==> config.mk <==
export PLATFORM = sky130hd
export DESIGN_NAME = alu_md_flat
export DESIGN_NICKNAME = d
export VERILOG_FILES = /design/src/rtl/alu_md_pkg.sv /design/src/rtl/alu_md_if.sv /design/src/rtl/alu_md_div.sv /design/src/rtl/alu_md.sv /design/src/flat_wrapper.sv
export SDC_FILE = /design/constraint.sdc
export NUM_CORES = 1
export LEC_CHECK = 0
export BUFFER_PORTS_ARGS = -buffer_cell sky130_fd_sc_hd__buf_2
export CAP_MARGIN = 10
export CORE_ASPECT_RATIO = 1.75
export CORE_MARGIN = 1
export CORE_UTILIZATION = 40
export DETAILED_ROUTE_END_ITERATION = 8
export PLACE_DENSITY = 0.69
export RECOVER_POWER = 25
export SYNTH_ARGS = -nofsm -noshare
export SYNTH_HDL_FRONTEND = slang
export SYNTH_HIERARCHICAL = 1
export SYNTH_SLANG_ARGS = --single-unit
==> constraint.sdc <==
create_clock -name i_clk -period 4.4 [get_ports i_clk]
set_input_delay 0.88 -clock i_clk [delete_from_list [all_inputs] [get_ports i_clk]]
set_output_delay 0.88 -clock i_clk [all_outputs]
set_load 0.005 [all_outputs]
==> src/rtl/alu_md_pkg.sv <==
// alu_md_pkg: shared types and constants for the alu_md integer ALU / multiply / divide block.
//   alu_op_e  : 5-bit operation code
//   state_e   : control FSM state
//   result constants for illegal opcodes and divide-by-zero quotients
package alu_md_pkg;

  typedef enum logic [4:0] {
    OpAdd    = 5'd0,
    OpSub    = 5'd1,
    OpSll    = 5'd2,
    OpSlt    = 5'd3,
    OpSltu   = 5'd4,
    OpXor    = 5'd5,
    OpSrl    = 5'd6,
    OpSra    = 5'd7,
    OpOr     = 5'd8,
    OpAnd    = 5'd9,
    OpMul    = 5'd10,
    OpMulh   = 5'd11,
    OpMulhsu = 5'd12,
    OpMulhu  = 5'd13,
    OpDiv    = 5'd14,
    OpDivu   = 5'd15,
    OpRem    = 5'd16,
    OpRemu   = 5'd17
  } alu_op_e;

  typedef enum logic [1:0] {
    StIdle = 2'd0,
    StMul  = 2'd1,
    StDiv  = 2'd2,
    StDone = 2'd3
  } state_e;

  // Sliced down to WIDTH by the users.
  localparam logic [63:0] ILLEGAL_RESULT    = '0;
  localparam logic [63:0] DIV_ZERO_QUOTIENT = '1;

  function automatic logic is_mul_op(logic [4:0] op);
    return (op == OpMul) || (op == OpMulh) || (op == OpMulhsu) || (op == OpMulhu);
  endfunction

  function automatic logic is_div_op(logic [4:0] op);
    return (op == OpDiv) || (op == OpDivu) || (op == OpRem) || (op == OpRemu);
  endfunction

endpackage

==> src/rtl/alu_md_if.sv <==
// alu_md_if: request/response bundle of the alu_md block.
//   i_valid/o_ready  request handshake        i_flush      abort in-flight operation
//   i_alu_op         opcode (alu_md_pkg)      i_operand_a/b source operands
//   o_valid          result pulse             o_alu_data   registered result
//   o_busy           iterative op running
// modport slave is the ALU side, modport master the requester side.
interface alu_md_if #(
  parameter int unsigned WIDTH = 32
);
  logic             i_valid;
  logic             o_ready;
  logic             i_flush;
  logic [4:0]       i_alu_op;
  logic [WIDTH-1:0] i_operand_a;
  logic [WIDTH-1:0] i_operand_b;
  logic             o_valid;
  logic [WIDTH-1:0] o_alu_data;
  logic             o_busy;

  modport slave (
    input  i_valid, i_flush, i_alu_op, i_operand_a, i_operand_b,
    output o_ready, o_valid, o_alu_data, o_busy
  );

  modport master (
    output i_valid, i_flush, i_alu_op, i_operand_a, i_operand_b,
    input  o_ready, o_valid, o_alu_data, o_busy
  );
endinterface

==> src/rtl/alu_md_div.sv <==
// alu_md_div: iterative restoring divider, one quotient bit per cycle for WIDTH cycles.
//   i_clk, i_rst_n      clock, async active-low reset
//   i_start             capture operands and begin (ignored while i_flush=1)
//   i_flush             abandon the current division
//   i_signed            treat operands as two's complement
//   i_dividend/divisor  operands, sampled with i_start
//   o_done              high in the last iteration cycle; results valid alongside it
//   o_quotient/o_remainder  final, sign-corrected results (combinational, valid with o_done)
module alu_md_div
  import alu_md_pkg::*;
#(
  parameter int unsigned WIDTH = 32,
  parameter int unsigned CNT_W = $clog2(WIDTH) + 1
) (
  input  logic             i_clk,
  input  logic             i_rst_n,
  input  logic             i_start,
  input  logic             i_flush,
  input  logic             i_signed,
  input  logic [WIDTH-1:0] i_dividend,
  input  logic [WIDTH-1:0] i_divisor,
  output logic             o_done,
  output logic [WIDTH-1:0] o_quotient,
  output logic [WIDTH-1:0] o_remainder
);

  logic             r_active;
  logic [CNT_W-1:0] r_cnt;
  logic [WIDTH-1:0] r_rem;
  logic [WIDTH-1:0] r_quo;      // holds the remaining dividend bits, quotient shifts in below
  logic [WIDTH-1:0] r_dvs;
  logic [WIDTH-1:0] r_dividend;
  logic             r_neg_q;
  logic             r_neg_r;
  logic             r_div_zero;

  logic             w_a_neg;
  logic             w_b_neg;
  logic [WIDTH-1:0] w_mag_a;
  logic [WIDTH-1:0] w_mag_b;
  logic [WIDTH:0]   w_shift;
  logic [WIDTH:0]   w_trial;
  logic [WIDTH-1:0] w_rem_next;
  logic [WIDTH-1:0] w_quo_next;
  logic             w_last;

  assign w_a_neg = i_signed & i_dividend[WIDTH-1];
  assign w_b_neg = i_signed & i_divisor[WIDTH-1];
  assign w_mag_a = w_a_neg ? -i_dividend : i_dividend;
  assign w_mag_b = w_b_neg ? -i_divisor : i_divisor;

  // Restoring step: keep the subtraction only if it did not go negative.
  assign w_shift    = {r_rem, r_quo[WIDTH-1]};
  assign w_trial    = w_shift - {1'b0, r_dvs};
  assign w_rem_next = w_trial[WIDTH] ? w_shift[WIDTH-1:0] : w_trial[WIDTH-1:0];
  assign w_quo_next = {r_quo[WIDTH-2:0], ~w_trial[WIDTH]};
  assign w_last     = (r_cnt == CNT_W'(WIDTH - 1));

  assign o_done = r_active & w_last;

  // Signed overflow (most-negative / -1) falls out of the magnitude path naturally;
  // divide-by-zero needs an override because the sign fix-up would corrupt it.
  always_comb begin
    o_quotient  = r_neg_q ? -w_quo_next : w_quo_next;
    o_remainder = r_neg_r ? -w_rem_next : w_rem_next;
    if (r_div_zero) begin
      o_quotient  = DIV_ZERO_QUOTIENT[WIDTH-1:0];
      o_remainder = r_dividend;
    end
  end

  always_ff @(posedge i_clk or negedge i_rst_n) begin
    if (!i_rst_n) begin
      r_active   <= 1'b0;
      r_cnt      <= '0;
      r_rem      <= '0;
      r_quo      <= '0;
      r_dvs      <= '0;
      r_dividend <= '0;
      r_neg_q    <= 1'b0;
      r_neg_r    <= 1'b0;
      r_div_zero <= 1'b0;
    end else if (i_flush) begin
      r_active <= 1'b0;
      r_cnt    <= '0;
    end else if (i_start) begin
      r_active   <= 1'b1;
      r_cnt      <= '0;
      r_rem      <= '0;
      r_quo      <= w_mag_a;
      r_dvs      <= w_mag_b;
      r_dividend <= i_dividend;
      r_neg_q    <= w_a_neg ^ w_b_neg;
      r_neg_r    <= w_a_neg;
      r_div_zero <= (i_divisor == '0);
    end else if (r_active) begin
      r_rem <= w_rem_next;
      r_quo <= w_quo_next;
      r_cnt <= r_cnt + CNT_W'(1);
      if (w_last) begin
        r_active <= 1'b0;
      end
    end
  end

endmodule

==> src/rtl/alu_md.sv <==
// alu_md: integer ALU with iterative shift-add multiplier and optional restoring divider.
//   i_clk    clock (rising edge)
//   i_rst_n  async active-low reset
//   bus      alu_md_if.slave: i_valid/o_ready request, i_flush, i_alu_op, i_operand_a/b,
//            o_valid result pulse, o_alu_data, o_busy
// Build option: define ALU_MD_DIV_EN to include the divider (opcodes 14-17); without it those
// opcodes behave as illegal (result 0, latency 1).
module alu_md
  import alu_md_pkg::*;
#(
  parameter int unsigned WIDTH = 32,
  parameter int unsigned CNT_W = $clog2(WIDTH) + 1
) (
  input  logic     i_clk,
  input  logic     i_rst_n,
  alu_md_if.slave  bus
);

  localparam int unsigned SHW = $clog2(WIDTH);

  state_e             r_state;
  state_e             w_state_d;
  logic [4:0]         r_op;
  logic               r_mul_neg;
  logic [WIDTH-1:0]   r_mcand;
  logic [2*WIDTH-1:0] r_prod;       // {partial sum, remaining multiplier bits}
  logic [CNT_W-1:0]   r_cnt;
  logic [WIDTH-1:0]   r_alu_data;

  logic               w_accept;
  logic               w_is_mul;
  logic               w_is_div;
  logic               w_div_done;
  logic [WIDTH-1:0]   w_div_res;
  logic [WIDTH-1:0]   w_alu_res;
  logic [SHW-1:0]     w_shamt;
  logic               w_a_sgn;
  logic               w_b_sgn;
  logic               w_a_neg;
  logic               w_b_neg;
  logic [WIDTH-1:0]   w_mag_a;
  logic [WIDTH-1:0]   w_mag_b;
  logic [WIDTH:0]     w_mul_sum;
  logic [2*WIDTH-1:0] w_prod_next;
  logic [2*WIDTH-1:0] w_prod_fin;
  logic [WIDTH-1:0]   w_mul_res;
  logic               w_mul_last;

  // Flush wins over a simultaneous request.
  assign w_accept = bus.i_valid & (r_state == StIdle) & ~bus.i_flush;
  assign w_is_mul = is_mul_op(bus.i_alu_op);
  assign w_shamt  = bus.i_operand_b[SHW-1:0];

  assign bus.o_ready    = (r_state == StIdle);
  assign bus.o_valid    = (r_state == StDone);
  assign bus.o_busy     = (r_state == StMul) | (r_state == StDiv);
  assign bus.o_alu_data = r_alu_data;

  // ---------------------------------------------------------------------------------------------
  // Single-cycle operations; anything not listed (including mul/div codes) yields 0 here.
  always_comb begin
    w_alu_res = ILLEGAL_RESULT[WIDTH-1:0];
    case (bus.i_alu_op)
      OpAdd:  w_alu_res = bus.i_operand_a + bus.i_operand_b;
      OpSub:  w_alu_res = bus.i_operand_a - bus.i_operand_b;
      OpSll:  w_alu_res = bus.i_operand_a << w_shamt;
      OpSlt:  w_alu_res = {{(WIDTH-1){1'b0}},
                           $signed(bus.i_operand_a) < $signed(bus.i_operand_b)};
      OpSltu: w_alu_res = {{(WIDTH-1){1'b0}}, bus.i_operand_a < bus.i_operand_b};
      OpXor:  w_alu_res = bus.i_operand_a ^ bus.i_operand_b;
      OpSrl:  w_alu_res = bus.i_operand_a >> w_shamt;
      OpSra:  w_alu_res = $signed(bus.i_operand_a) >>> w_shamt;
      OpOr:   w_alu_res = bus.i_operand_a | bus.i_operand_b;
      OpAnd:  w_alu_res = bus.i_operand_a & bus.i_operand_b;
      default: ;
    endcase
  end

  // ---------------------------------------------------------------------------------------------
  // Multiplier: unsigned shift-add on magnitudes, sign applied to the full 2*WIDTH product.
  always_comb begin
    w_a_sgn = 1'b0;
    w_b_sgn = 1'b0;
    case (bus.i_alu_op)
      OpMulh: begin
        w_a_sgn = 1'b1;
        w_b_sgn = 1'b1;
      end
      OpMulhsu: w_a_sgn = 1'b1;
      default: ;
    endcase
  end

  assign w_a_neg = w_a_sgn & bus.i_operand_a[WIDTH-1];
  assign w_b_neg = w_b_sgn & bus.i_operand_b[WIDTH-1];
  assign w_mag_a = w_a_neg ? -bus.i_operand_a : bus.i_operand_a;
  assign w_mag_b = w_b_neg ? -bus.i_operand_b : bus.i_operand_b;

  assign w_mul_sum   = {1'b0, r_prod[2*WIDTH-1:WIDTH]} + (r_prod[0] ? {1'b0, r_mcand} : '0);
  assign w_prod_next = {w_mul_sum, r_prod[WIDTH-1:1]};
  assign w_prod_fin  = r_mul_neg ? -w_prod_next : w_prod_next;
  assign w_mul_res   = (r_op == OpMul) ? w_prod_fin[WIDTH-1:0] : w_prod_fin[2*WIDTH-1:WIDTH];
  assign w_mul_last  = (r_cnt == CNT_W'(WIDTH - 1));

  // ---------------------------------------------------------------------------------------------
  // Divider
`ifdef ALU_MD_DIV_EN
  logic [WIDTH-1:0] w_quo;
  logic [WIDTH-1:0] w_rem;

  assign w_is_div = is_div_op(bus.i_alu_op);

  alu_md_div #(
    .WIDTH (WIDTH),
    .CNT_W (CNT_W)
  ) u_div (
    .i_clk       (i_clk),
    .i_rst_n     (i_rst_n),
    .i_start     (w_accept & w_is_div),
    .i_flush     (bus.i_flush),
    .i_signed    ((bus.i_alu_op == OpDiv) | (bus.i_alu_op == OpRem)),
    .i_dividend  (bus.i_operand_a),
    .i_divisor   (bus.i_operand_b),
    .o_done      (w_div_done),
    .o_quotient  (w_quo),
    .o_remainder (w_rem)
  );

  assign w_div_res = ((r_op == OpRem) | (r_op == OpRemu)) ? w_rem : w_quo;
`else
  assign w_is_div   = 1'b0;
  assign w_div_done = 1'b0;
  assign w_div_res  = ILLEGAL_RESULT[WIDTH-1:0];
`endif

  // ---------------------------------------------------------------------------------------------
  // Control FSM
  always_ff @(posedge i_clk or negedge i_rst_n) begin
    if (!i_rst_n) begin
      r_state <= StIdle;
    end else begin
      r_state <= w_state_d;
    end
  end

  always_comb begin
    w_state_d = r_state;
    case (r_state)
      StIdle: begin
        if (w_accept) begin
          if (w_is_mul) begin
            w_state_d = StMul;
          end else if (w_is_div) begin
            w_state_d = StDiv;
          end else begin
            w_state_d = StDone;
          end
        end
      end
      StMul:   if (w_mul_last) w_state_d = StDone;
      StDiv:   if (w_div_done) w_state_d = StDone;
      StDone:  w_state_d = StIdle;
      default: w_state_d = StIdle;
    endcase
    if (bus.i_flush) begin
      w_state_d = StIdle;
    end
  end

  // ---------------------------------------------------------------------------------------------
  // Datapath registers. o_alu_data only changes on the edge that enters DONE, so it holds
  // between result pulses.
  always_ff @(posedge i_clk or negedge i_rst_n) begin
    if (!i_rst_n) begin
      r_op       <= '0;
      r_mul_neg  <= 1'b0;
      r_mcand    <= '0;
      r_prod     <= '0;
      r_cnt      <= '0;
      r_alu_data <= '0;
    end else if (bus.i_flush) begin
      r_cnt <= '0;
    end else begin
      case (r_state)
        StIdle: begin
          if (w_accept) begin
            r_op  <= bus.i_alu_op;
            r_cnt <= '0;
            if (w_is_mul) begin
              r_mcand   <= w_mag_a;
              r_prod    <= {{WIDTH{1'b0}}, w_mag_b};
              r_mul_neg <= w_a_neg ^ w_b_neg;
            end else if (!w_is_div) begin
              r_alu_data <= w_alu_res;
            end
          end
        end
        StMul: begin
          r_prod <= w_prod_next;
          r_cnt  <= r_cnt + CNT_W'(1);
          if (w_mul_last) begin
            r_alu_data <= w_mul_res;
          end
        end
        StDiv: begin
          if (w_div_done) begin
            r_alu_data <= w_div_res;
          end
        end
        default: ;
      endcase
    end
  end

endmodule
==> src/flat_wrapper.sv <==
// flat-port wrapper written by rule: the top's interface ports become plain ports
module alu_md_flat import alu_md_pkg::*;
#(
  parameter int unsigned WIDTH = 32,
  parameter int unsigned CNT_W = $clog2(WIDTH) + 1
)
  (i_clk, i_rst_n, bus_i_valid, bus_i_flush, bus_i_alu_op, bus_i_operand_a, bus_i_operand_b, bus_o_ready, bus_o_valid, bus_o_alu_data, bus_o_busy);
  alu_md_if #(.WIDTH(WIDTH)) bus_i ();
  input  logic i_clk;
  input  logic i_rst_n;
  input wire logic [$bits(bus_i.i_valid)-1:0] bus_i_valid;
  input wire logic [$bits(bus_i.i_flush)-1:0] bus_i_flush;
  input wire logic [$bits(bus_i.i_alu_op)-1:0] bus_i_alu_op;
  input wire logic [$bits(bus_i.i_operand_a)-1:0] bus_i_operand_a;
  input wire logic [$bits(bus_i.i_operand_b)-1:0] bus_i_operand_b;
  output wire logic [$bits(bus_i.o_ready)-1:0] bus_o_ready;
  output wire logic [$bits(bus_i.o_valid)-1:0] bus_o_valid;
  output wire logic [$bits(bus_i.o_alu_data)-1:0] bus_o_alu_data;
  output wire logic [$bits(bus_i.o_busy)-1:0] bus_o_busy;
  assign bus_i.i_valid = bus_i_valid;
  assign bus_i.i_flush = bus_i_flush;
  assign bus_i.i_alu_op = bus_i_alu_op;
  assign bus_i.i_operand_a = bus_i_operand_a;
  assign bus_i.i_operand_b = bus_i_operand_b;
  assign bus_o_ready = bus_i.o_ready;
  assign bus_o_valid = bus_i.o_valid;
  assign bus_o_alu_data = bus_i.o_alu_data;
  assign bus_o_busy = bus_i.o_busy;
  alu_md #(.WIDTH(WIDTH), .CNT_W(CNT_W)) u_core (.i_clk(i_clk), .i_rst_n(i_rst_n), .bus(bus_i));
endmodule
==> results.sh <==
export IMPL_status="finished with violations"
export IMPL_violations="capacitance limit, slew limit"
export IMPL_drv_slew=109
export IMPL_antenna_found_initial=12
export IMPL_start_kind="register"
export IMPL_grt_pass1_wl_mm=153
export IMPL_coreArea_sq_mm=0.0477
export IMPL_clockBufferDepth=2
export IMPL_rows=106
export IMPL_port_buffers=107
export IMPL_drtAntennaViolNets=0
export IMPL_power_leakage_nw=10.3
export IMPL_async_reset_ff_share_pct=100
export IMPL_synth_top_area_share_pct=18.3
export IMPL_timing_slew_headroom_pct=-90.1
export IMPL_multiInputGateArea_sq_mm=0.0150
export IMPL_layout_worst_path_cycle_share_pct=97.1
export IMPL_critPathLaunch="u_core/r_prod[0]"
export IMPL_synth_top_area_cell="dfrtp_1"
export IMPL_dp_cells=3461
export IMPL_synth_most_common_cell="nor2_1"
export IMPL_cts_root_buf="clkbuf_16"
export IMPL_detail_route_wl_per_cell_microns=30.0
export IMPL_share_seq_of_total_power_pct=21.9
export IMPL_die_h_microns=293
export IMPL_drive_gt1_share_pct=21.5
export IMPL_grt_max_degree=109
export IMPL_design_die_area_sq_mm=0.0494
export IMPL_initial_core_util_pct=40.6
export IMPL_seq_area_frac_synth_pct=18.3
export IMPL_clk_latency_ns=0.44
export IMPL_syn_to_final_growth_pct=21.1
export IMPL_ir_worst_vdd_v=0.000282
export IMPL_whs_ns=0.475
export IMPL_cp_max_fo=6
export IMPL_seqCellArea_sq_mm=0.00355
export IMPL_instances_no_fill=3507
export IMPL_grt_overflow=0
export IMPL_num_vias=23400
export IMPL_place_hpwl_mm=84.1
export IMPL_syn_inst=2616
export IMPL_synthFlopType="dfrtp_1"
export IMPL_grt_usage_pct=42.4
export IMPL_intPower_mw=5.55
export IMPL_cts_tree="done"
export IMPL_fin_nets=3104
export IMPL_tightestPinTransition_ns=2.85
export IMPL_synth_edf_count=0
export IMPL_clkTransAtPathRegs_ns=0.06
export IMPL_place_area_sq_mm=0.0226
export IMPL_cpMostUsedCell="buf_4"
export IMPL_min_from="u_core/bus.o_alu_data[21]"
export IMPL_worstReg2RegStart="u_core/r_prod[0]"
export IMPL_ys_top_cells_by_count="nor2_1, a21oi_1, nand2_1"
export IMPL_cp_top_family="simple AND/OR/NAND/NOR gates"
export IMPL_clkSinkCount=142
export IMPL_crit_required_ns=4.75
export IMPL_crit_chain="and2_1 > ha_1 > fa_2 > a211oi_1 > o21ai_1 > buf_4 > and3_1 > a31o_2 > a211oi_2 > xnor2_1 > or4b_4 > buf_4 > nor4_4 > buf_4 > a21o_1 > a21oi_1 > o211ai_1"
export IMPL_pwr_share_clk_pct=13.7
export IMPL_hold_viol=0
export IMPL_fmax_mhz=234
export IMPL_n_fill_cell=4756
export IMPL_setup_viol=0
export IMPL_synth_net_count=2829
export IMPL_p_comb_share_pct=64.4
export IMPL_worstPathArrival_ns=4.63
export IMPL_fin_skew_ns=0.0106
export IMPL_criticalPathCategory="register to register"
export IMPL_cts_buffers=17
export IMPL_synth_area_leaders="dfrtp_1, ha_1, a21oi_1, o21ai_0, nor2_1"
export IMPL_drv_cap=1
export IMPL_max_stage_delay_ns=0.56
export IMPL_stdcell_area_sq_mm=0.0235
export IMPL_worstSetupEndpointType="register"
export IMPL_fin_crit_ns=4.27
export IMPL_drt_vias_per_instance=6.67
export IMPL_synth_cell_type_count=87
export IMPL_dr_pass1_iters=8
export IMPL_p_per_area_mw_per_mm2=468
export IMPL_netlist_area_sq_mm=0.0194
export IMPL_worst_path_buf_inv=3
export IMPL_yosys_warnings=6
export IMPL_first_global_vias=23200
export IMPL_slowest_stage="or4b_4"
export IMPL_drc=0
export IMPL_htreeDepth=4
export IMPL_syn_area_per_cell_sq_um=7.41
export IMPL_io_pins=108
export IMPL_drt_iter0_markers=2631
export IMPL_swShare_pct=49.4
export IMPL_place_gp_congestion=1.09
export IMPL_synth_seq_cells=142
export IMPL_die_w_microns=168
export IMPL_drt_wl_total_mm=105
export IMPL_p_sw_mw=5.42
export IMPL_hold_path_class="register to register"
[worst paths after layout]
kind / slack (ns) / end / cells past startpoint
setup reg to reg: 0.13 / u_core/bus.o_alu_data[29] / 17
setup / recovery: 0.13 / u_core/bus.o_alu_data[29] / 17
hold reg to reg: 0.47 / u_core/bus.o_alu_data[21] / 2
hold / removal: 0.47 / u_core/bus.o_alu_data[21] / 2
max in group asynchronous: 1.30 / u_core/r_mul_neg / 1
min in group asynchronous: 1.23 / u_core/r_state[0] / 1
[state kept, by name, indices dropped and copies added, names as in the netlist]
signal                 flops
u_core/r_mcand            32
u_core/r_prod             64
u_core/r_state             2
u_core/r_mul_neg           1
u_core/r_cnt               6
u_core/r_op                5
u_core/bus.o_alu_data     32
[power by group through the flow]
| stage | Combinational [mW] | Sequential [mW] | Clock, mW |
|---|---|---|---|
| after floorplan | 3.96 | 2.18 | 0 |
| after global placement | 6.53 | 2.37 | 0 |
| after detailed placement | 6.63 | 2.39 | 0 |
| after CTS | 6.70 | 2.38 | 1.52 |
| after global routing | 7.52 | 2.45 | 1.58 |
| final | 7.07 | 2.40 | 1.51 |
[worst min-delay path: stages (launching register included)]
cell	delay (ns)
dfrtp_1	0.34
nand2_1	0.05
nand3_1	0.06
[layout make-up]
| cell class | count | area share (%) |
|---|---|---|
| diodes | 9 | 0.0960 |
| inverters | 112 | 1.81 |
| repair buffers | 445 | 13.4 |
| clock inverters | 13 | 0.704 |
| multi-input cells | 2173 | 63.8 |
| clock buffers | 19 | 1.89 |
| flip-flops and latches | 142 | 15.1 |
| well taps | 594 | 3.17 |
[kinds of logic after synthesis]
logic type | after synthesis | synth area share (%)
adders and majority gates | 140 | 9.15
DFF | 142 | 18.3
xor gates and xnor gates | 127 | 5.74
AOI/OAI and AO/OA | 911 | 30.0
buffers and inverters | 301 | 5.87
and+or+nand+nor | 862 | 21.3
muxes | 133 | 9.60
[repair_timing]
action                                  CTS  global route
gates cloned                              0             0
hold buffers                              0             0
pin swaps                                 2             4
buffers inserted                          1             4
endpoints found under the setup margin   11            17
gates resized for setup                  11            37
[routing by layer]
metal | vias to the layer above | global-route usage [%] | share of wire [%]
met2 | 1416 | 71.0 | 47
met1 | 11200 | 41.7 | 33
met4 | 14 | 45.3 | 13
met5 | - | 0 | 0.077
met3 | 585 | 9.25 | 7.4
li1 | 10200 | - | -
[metrics by stage]
stage	worst slack [ns]	utilization, %	total power, mW	setup TNS (ns)
4_1_cts	0.00530	48.7	10.6	0
3_5_place_dp	-0.443	47.3	9.03	-1.51
3_3_place_gp	-0.366	47.3	8.90	-0.987
6_report	0.126	49.2	11.0	0
2_1_floorplan	-0.0110	-	6.14	-0.0110
5_1_grt	-0.0388	49.1	11.5	-0.0495
[layout by cell type, fill, tap and decap left out, types with 25 or more instances in the layout]
cell      instances
buf_4           334
nor2_1          270
a21oi_1         249
nand2_1         245
o21ai_0         216
dfrtp_1         141
ha_1            133
inv_1           109
buf_2           105
xnor2_1          93
mux2i_1          69
nor3_1           61
and2_1           49
a31oi_1          47
nand3_1          44
o31ai_1          40
mux4_2           40
a21o_1           38
xor2_1           31
a211oi_1         30
a22o_1           30
or3_1            26
o211ai_1         25
(Power assumes the default switching activity.)
